===== config.mk =====
export PLATFORM = sky130hd
export DESIGN_NAME = and_stream_reducer
export DESIGN_NICKNAME = d
export VERILOG_FILES = /design/src/rtl/and_stream_reducer_pkg.sv /design/src/rtl/and_stream_out_reg.sv /design/src/rtl/and_stream_reducer.sv
export SDC_FILE = /design/constraint.sdc
export NUM_CORES = 1
export LEC_CHECK = 0
export BUFFER_PORTS_ARGS = -buffer_cell sky130_fd_sc_hd__buf_2
export CAP_MARGIN = 5
export CORE_AREA = 2 2 39 41
export DETAILED_ROUTE_END_ITERATION = 7
export DIE_AREA = 0 0 41 43
export PLACE_DENSITY = 0.76
export SLEW_MARGIN = 20
export SYNTH_ARGS = -nofsm -noshare
export SYNTH_HDL_FRONTEND = slang
export SYNTH_SLANG_ARGS = --single-unit

===== constraint.sdc =====
create_clock -name CLK -period 2.2 [get_ports CLK]
set_clock_uncertainty 0.2 [all_clocks]
set_input_delay 0.33 -clock CLK [delete_from_list [all_inputs] [get_ports CLK]]
set_output_delay 0.33 -clock CLK [all_outputs]
set_load 0.02 [all_outputs]

===== src/rtl/and_stream_reducer_pkg.sv =====
// Shared helpers for the stream reducer family (and/or/xor variants).
package and_stream_reducer_pkg;

    // Fill bit for an AND accumulator; replicate to the word width.
    localparam logic ACC_FILL = 1'b1;

    // Reset value bit for the output holding register.
    localparam logic OUT_RST_BIT = 1'b0;

    // Group counter width: max(1, clog2(n)), so COUNT==1 still gets a 1-bit counter.
    function automatic int unsigned cnt_width(input int unsigned n);
        return (n <= 2) ? 1 : $clog2(n);
    endfunction

endpackage


===== src/rtl/and_stream_out_reg.sv =====
// Valid/ready output holding register. A load always wins over a drain,
// so a new result can replace a consumed one with no bubble.
module and_stream_out_reg
    import and_stream_reducer_pkg::*;
#(
    parameter int WIDTH = 4
) (
    input  logic             clk_i,
    input  logic             rst_i,
    input  logic             load_i,
    input  logic [WIDTH-1:0] data_i,
    input  logic             ready_i,
    output logic [WIDTH-1:0] data_o,
    output logic             valid_o,
    output logic             stall_o
);

    logic [WIDTH-1:0] data_q, data_d;
    logic             valid_q, valid_d;

    // Next-state: load a new result, else clear valid once it is consumed.
    always_comb begin
        data_d  = data_q;
        valid_d = valid_q;
        if (load_i) begin
            data_d  = data_i;
            valid_d = 1'b1;
        end else if (valid_q && ready_i) begin
            valid_d = 1'b0;
        end
    end

    // Holding register with asynchronous reset.
    always_ff @(posedge clk_i or posedge rst_i) begin
        if (rst_i) begin
            data_q  <= {WIDTH{OUT_RST_BIT}};
            valid_q <= 1'b0;
        end else begin
            data_q  <= data_d;
            valid_q <= valid_d;
        end
    end

    assign data_o  = data_q;
    assign valid_o = valid_q;
    // Slot is occupied and the consumer is not taking it this cycle.
    assign stall_o = valid_q & ~ready_i;

endmodule


===== src/rtl/and_stream_reducer.sv =====
// Bitwise-ANDs each group of COUNT accepted words and emits one result per group.
// Only the final word of a group can stall, and only when the output slot is full
// and not draining; earlier words keep accumulating under backpressure.
module and_stream_reducer
    import and_stream_reducer_pkg::*;
#(
    parameter int WIDTH = 4,
    parameter int COUNT = 4
) (
    input  logic             CLK,
    input  logic             ASYNCRESET,
    input  logic             CLR,
    input  logic [WIDTH-1:0] I,
    input  logic             I_valid,
    output logic             I_ready,
    output logic [WIDTH-1:0] O,
    output logic             O_valid,
    input  logic             O_ready
);

    localparam int unsigned    CW   = cnt_width(COUNT);
    localparam logic [CW-1:0]  LAST = CW'(COUNT - 1);

    logic [WIDTH-1:0] acc_q, acc_d;
    logic [CW-1:0]    cnt_q, cnt_d;
    logic             is_last;
    logic             out_stall;
    logic             in_fire;
    logic             load;

    assign is_last = (cnt_q == LAST);
    assign I_ready = ~ASYNCRESET & ~CLR & ~(is_last & out_stall);
    assign in_fire = I_valid & I_ready;
    assign load    = in_fire & is_last;

    // Next-state for accumulator and in-group word count.
    always_comb begin
        acc_d = acc_q;
        cnt_d = cnt_q;
        if (CLR) begin
            acc_d = {WIDTH{ACC_FILL}};
            cnt_d = '0;
        end else if (in_fire) begin
            if (is_last) begin
                acc_d = {WIDTH{ACC_FILL}};
                cnt_d = '0;
            end else begin
                acc_d = acc_q & I;
                cnt_d = cnt_q + CW'(1);
            end
        end
    end

    // Accumulator and counter registers with asynchronous reset.
    always_ff @(posedge CLK or posedge ASYNCRESET) begin
        if (ASYNCRESET) begin
            acc_q <= {WIDTH{ACC_FILL}};
            cnt_q <= '0;
        end else begin
            acc_q <= acc_d;
            cnt_q <= cnt_d;
        end
    end

    and_stream_out_reg #(
        .WIDTH (WIDTH)
    ) u_out (
        .clk_i   (CLK),
        .rst_i   (ASYNCRESET),
        .load_i  (load),
        .data_i  (acc_q & I),
        .ready_i (O_ready),
        .data_o  (O),
        .valid_o (O_valid),
        .stall_o (out_stall)
    );

endmodule

# ---- Yosys cells after proc, flatten, opt, wreduce, memory -nomap -nowiden
# Index checks and enable logic that the tools add are counted.
dict set report totals {
  wordCells 28
  output_inout_bits 6
  inputBits 9
  regBits 11
}
dict set report classes {
  reduce_logical 3
  n_mux 8
  bitwise_logic 11
  n_addsub 1
  n_eq_ne 1
}
# cell count
set ops {}
lappend ops {{$mux 4} 3}
lappend ops {{$and 1x1->1} 6}
lappend ops {{$mux 2} 3}
lappend ops {{$and 4x4->4} 1}
lappend ops {{$not 1->1} 4}
lappend ops {{$reduce_bool 2->1} 2}
lappend ops {{$add 2x1->2 const B} 1}
lappend ops {{$eq 2x2->1 const B} 1}
lappend ops {{$mux 1} 2}
lappend ops {{$logic_and 1x1->1} 1}

# ---- Logic depth before layout (Yosys ltp)
# Gate-level depths: netlist (run 1).
dict set report depth {
  ltp_word 8
  ltp_mapped 5
  mapped_depth_nobuf 4
}

# ---- Modules after synthesis
# From an unflattened synthesis (run 1), not the netlist that was laid out.
dict set report unflattened {
  hier_cells 47
  area_unflattened_um2 525.5
}
# module cells_each area_each_um2 instances seq_area_each_um2
set modules_own_cells {}
lappend modules_own_cells {and_stream_reducer 35 331.6 1 155.1}
lappend modules_own_cells {and_stream_out_reg 12 193.9 1 125.1}

# ---- Least setup slack after synthesis (run 1)
# Ideal clock, no wire load.
dict set report synth_path {
  path_type {reg-to-output}
  start {register cnt_q[0]}
  end {output I_ready}
  path_stages_with_launch 5
  slack_ps 296
  t_required_ps 1670
  arrival_ps 1374
  n_path_buf 1
  cell_sequence {dfrtp_1 -> ha_1 -> and3b_1 -> buf_2 -> nor3_1}
}
dict set report synth_between {
  elab_chain_len 4
}
# element line
set synth_lines {}
lappend synth_lines {{start: declaration} and_stream_reducer.sv:25} ;# logic [CW-1:0] cnt_q, cnt_d;
lappend synth_lines {{start signal: assignment} and_stream_reducer.sv:61} ;# cnt_q <= cnt_d;
lappend synth_lines {{$eq 2x2->1} and_stream_reducer.sv:31} ;# assign is_last = (cnt_q == LAST);
lappend synth_lines {{$and 1x1->1} and_stream_reducer.sv:32} ;# assign I_ready = ~ASYNCRESET & ~CLR & ~(is_last & out_stall);
lappend synth_lines {{$not 1->1} and_stream_reducer.sv:32}
lappend synth_lines {{$and 1x1->1} and_stream_reducer.sv:32}
lappend synth_lines {{end: declaration} and_stream_reducer.sv:15} ;# output logic I_ready,
# Every way passes these cells.

# ---- Final worst setup path (run 1)
# Ends and elaborated chain as after synthesis.

==> results.toml, run 1 <==
[clocking]
cts_tree = "done"
cts_max_level = 1
clkLatencyLatePin_ns = 0.27
cts_resized = 0
clkSinkCount = 11
clk_pin_slew_ns = 0.07
root_buffer = "clkbuf_4"
clock_path_buffers = 2
cts_buffers = 3

[run_status]
status = "complete, no violations"

[critical_path]
critical_path_class = "flip-flop to output pin"
crit_slowest_cell = "dfrtp_1"
cp.arrival_ns = 1.52
critPathCaptureType = "output pin"
crit_path_start_kind = "flip-flop"
critPathRequiredTime_ns = 1.67
reg2reg_from = "cnt_q[0]$_DFFE_PP0P_"
crit_path_cell_trace = "ha_1, and3b_1, nor3_1, buf_2"
r2r_cells = 4
startpoint = "cnt_q[0]$_DFFE_PP0P_"
cpPeakStageDelay_ns = 0.40
worstPathMaxFanout = 9

[layout]
n_antenna_cell = 0
area_growth_pct = 19.6
fin_cells = 83
drive_gt1_share_pct = 34.3
fin_nets = 78

[detailed_routing]
drt-total-wl_um = 994
firstDrtPassIters = 2
wire_per_inst_um = 12.0
drtAntennaViolNets = 0
via_per_inst = 4.93
drt_iter0_drc = 3
route.detailed.drc = 0
vias = 409

[synth]
synth_top_area_share_pct = 32.3
syn_area_um2 = 543
synth.avg_cell_area_um2 = 10.6
syn_nets = 61
ys_top_cells_by_area = "dfrtp_1, dfstp_2, o41ai_1"
synth_seq_cells = 11
synth_seq_area_share_pct = 51.6
yosys.area.top_type = "dfrtp_1"
synthCells = 51
yosysWarnings = 0
synth_cell_types = 20

[pwr]
peakVddDrop_mv = 0.348
power_density_nw_per_um2 = 616
p_leak_uw = 0.000359

[sta]
setup_viol = 0
fin_crit_sh_pct = 93.1
tns_ns = 0
drv_slew = 0
maxSlewHeadroom_pct = 72.7
min_period_ns = 2.05
rsz0062_at_grt = "no"
max_freq_ghz = 0.488
worstMarginPinSlew_ns = 0.410
final-hold-violation-count = 0

[floorplan]
rows = 14
die-area_um2 = 1760
die_w_um = 41
coreArea_um2 = 1380
die_h_um = 43
ios = 15
start_util_pct = 39.2

[global_route]
grt_max_degree = 12
grt_pass1_vias = 398
grt_pass1_wl_mm = 1.65
antenna_found_initial = 0
overflow = 0
groute.usage.overall_pct = 14.6

[place]
portBuffers = 14
place_inst = 78
hpwl_um = 784
gp_congestion = 0.707

[min_path]
min-delay-start = "I[2]"
holdPathStages = 3
min_path_type = "primary input to flip-flop"

[job]
maxCapViolations = 0
[Yosys cell counts]
library cell	instances
a31oi_1	1
and2b_1	1
and3b_1	1
buf_2	1
buf_6	1
clkbuf_1	1
clkinv_1	1
dfrtp_1	7
dfstp_2	4
ha_1	1
inv_1	6
mux2i_1	4
nand2_1	10
nand2b_1	1
nand2b_4	1
nand4_2	1
nor3_1	1
o211ai_1	2
o41ai_1	5
or4_1	1
[metal layers]
metal / vias up / wire length (um) / global-route usage (%)
met1: 185 / 445 / 17.9
met5: - / 0 / 0
met3: 4 / 52 / 4.71
li1: 208 / - / -
met4: 0 / 36 / 12.0
met2: 12 / 459 / 19.7
[layout by cell type, fill, tap and decap left out]
master,instances
or4_1,1
mux2i_1,4
dlygate4sd3_1,1
nand2b_4,1
ha_1,1
o41ai_1,5
and3b_1,1
nand4_2,1
clkbuf_1,1
dfstp_2,4
buf_2,14
nand2b_1,1
a31oi_1,1
nand2_1,10
and2b_1,1
o211ai_1,2
dfrtp_1,7
inv_1,6
clkbuf_4,3
clkinv_1,1
nor3_1,1
[through the flow]
step	hold WS (ns)	cell area [um^2]	setup WS, ns	util, %	total power [uW]
after floorplan	-0.0204	543	0.296	-	249
after global placement	0.173	613	0.471	44.3	264
after detailed placement	0.175	613	0.452	44.3	265
after CTS	0.109	649	0.145	46.9	402
after global routing	0.107	649	0.0724	46.9	422
final	0.105	649	0.153	46.9	400
[sequential cells by signal (all words and copies together) (netlist names)]
name           count
u_out.data_o       4
u_out.valid_o      1
cnt_q              2
acc_q              4
[cell type report]
class	count	area [um^2]
fillers	131	734
multi-input cells	30	216
well taps	16	20.0
flip-flops and latches	11	280
repair buffers	15	80.1
inverters	7	26.3
clock buffers	4	26.3
[what timing repair did]
item | 4_1_cts | 5_1_grt
buffers inserted | 0 | 0
endpoints found under the setup margin | 0 | 0
hold buffers | 1 | 0
endpoints found under the hold margin | 7 | 0
[worst paths after layout]
check,endpoint,slack (ns)
max,I_ready,0.15
min,acc_q[2]$_DFFE_PP1P_,0.10
max reg2reg,cnt_q[0]$_DFFE_PP0P_,0.53
min reg2reg,acc_q[2]$_DFFE_PP1P_,0.27
max in group asynchronous,acc_q[1]$_DFFE_PP1P_,1.06
min in group asynchronous,cnt_q[0]$_DFFE_PP0P_,0.41
[power by group]
| part | switching (uW) | total [uW] | internal (uW) | leakage (uW) |
|---|---|---|---|---|
| clock network | 67.9 | 138 | 70.3 | 0.0000150 |
| registers | 3.83 | 215 | 211 | 0.000119 |
| logic | 27.3 | 46.7 | 19.4 | 0.000225 |
[cell families (layout without fill, tap and decap cells)]
logic type,count (synthesis),count (layout),synth area share (%)
compound gates,8,8,12.0
flops,11,11,51.6
mux,4,4,7.37
fa+ha+maj,1,1,2.30
simple gates,17,17,18.2
buf+inv,10,26,8.52
[critical path, delay by kind of cell (launching register included)]
family | cells | cell delay [ns]
flops | 1 | 0.40
buf+inv | 1 | 0.19
fa+ha+maj | 1 | 0.24
simple gates | 2 | 0.43
No activity file was read; power rests on OpenSTA's default activity.
==> run 2: changes to the inputs <==
- CTS_CLUSTER_DIAMETER: unset -> 100
- PLACE_DENSITY: 0.76 -> 0.74
==> run 2 against run 1 <==
Effect of this change: cell count stayed put; sequential share of layout area unchanged; register-to-register slack barely moved; combinational power hardly changed; routed wire length decreased by 5.3%; hold slack improved by 0.0044 ns; non-clock buffer count did not move; die area unchanged; sequential cell count unchanged; critical endpoint unchanged; largest cell class unchanged.
==> results.toml, run 2 (same netlist as run 1, synthesis figures left out) <==
[clocking]
cts_tree = "done"
clkSinkCount = 11
root_buffer = "clkbuf_4"
clkLatencyLatePin_ns = 0.26
cts_setup_buffers = 0
cts_resized = 0
clock_path_buffers = 2
clk_pin_slew_ns = 0.07
cts_buffers = 3
cts_max_level = 1
cts_hold_repair.buffers = 1

[floorplan]
die-area_um2 = 1760
ios = 15
coreArea_um2 = 1380
start_util_pct = 39.2
die_w_um = 41
rows = 14
die_h_um = 43

[critical_path]
regToRegSetupSlack_ns = 0.53
cp.arrival_ns = 1.54
startpoint = "cnt_q[0]$_DFFE_PP0P_"
r2r_cells = 4
critPathRequiredTime_ns = 1.67
crit_path_start_kind = "flip-flop"
critPathCaptureType = "output pin"
critical_path_class = "flip-flop to output pin"
timing.rr.end = "cnt_q[0]$_DFFE_PP0P_"
reg2reg_from = "cnt_q[0]$_DFFE_PP0P_"
worstPathMaxFanout = 9

[global_route]
grt_max_degree = 12
grt_pass1_wl_mm = 1.65
antenna_found_initial = 0
grt_pass1_vias = 401
overflow = 0
groute.usage.overall_pct = 14.1

[sta]
final-hold-violation-count = 0
worstMarginPinSlew_ns = 0.408
hold_ws_ns = 0.109
tns_ns = 0
rsz0062_at_grt = "no"
max_freq_ghz = 0.483
setup_viol = 0
min_period_ns = 2.07
maxSlewHeadroom_pct = 72.8
drv_slew = 0
fin_crit_sh_pct = 94.2

[place]
gp_congestion = 0.761
postPlaceCellArea_um2 = 613
portBuffers = 14
hpwl_um = 739

[pwr]
p_leak_uw = 0.000359
peakVddDrop_mv = 0.258
power_density_nw_per_um2 = 610
total_power_uw = 396

[layout]
drive_gt1_share_pct = 34.3
fillers = 144
final_cell_mix = "buf_2, nand2_1, dfrtp_1"
fin_area_um2 = 649
regArea_um2 = 280
area_growth_pct = 19.6
multiInputGateArea_um2 = 216
fin_nets = 78
n_antenna_cell = 0
final_common_cell = "buf_2"

[min_path]
holdPathStages = 3
min_path_type = "primary input to flip-flop"
worstHoldEndpoint = "acc_q[2]$_DFFE_PP1P_"
min-delay-start = "I[2]"

[detailed_routing]
drt-total-wl_um = 941
vias = 421
wire_per_inst_um = 11.3
firstDrtPassIters = 4
drt_iter0_drc = 8
via_per_inst = 5.07
route.detailed.drc = 0
drtAntennaViolNets = 0

[job]
maxCapViolations = 0

[run_status]
status = "complete, no violations"
[run 2: area by class of cell]
class	count	share of cell area, %
sequential	11	43.2
tap	16	3.08
multi-input combinational	30	33.3
clock buffer	4	4.05
inverter	7	4.05
timing repair buffer	15	12.3
[run 2: critical path, cell delays in order, from the launching register on]
cell     delay (ns)
dfrtp_1        0.40
ha_1           0.24
and3b_1        0.28
nor3_1         0.17
buf_2          0.19
[run 2: where the power goes]
part	switching [uW]	leakage [uW]	internal [uW]
combinational	27.0	0.000225	19.5
sequential	3.88	0.000119	211
clock	64.5	0.0000150	70.1
[run 2: worst max-delay path by stage]
| stage | end | depth (start not counted) |
|---|---|---|
| 4_1_cts | I_ready | 4 |
| 6_report | I_ready | 4 |
| 3_3_place_gp | I_ready | 4 |
| 5_1_grt | I_ready | 4 |
| 3_5_place_dp | I_ready | 4 |
| 2_1_floorplan | I_ready | 4 |
[run 2: layer usage]
metal,wire [um],vias to the layer above,global-route usage (%)
li1,-,211,-
met2,420,14,20.0
met5,0,-,0
met1,437,192,17.9
met4,31,0,12.0
met3,51,4,1.57
[run 2: stage by stage]
step | setup WS, ns | instances | utilization, %
floorplan | 0.296 | 51 | -
global placement | 0.469 | 78 | 44.3
detailed placement | 0.426 | 78 | 44.3
CTS | 0.108 | 83 | 46.9
global route | 0.0614 | 83 | 46.9
finish | 0.128 | 83 | 46.9
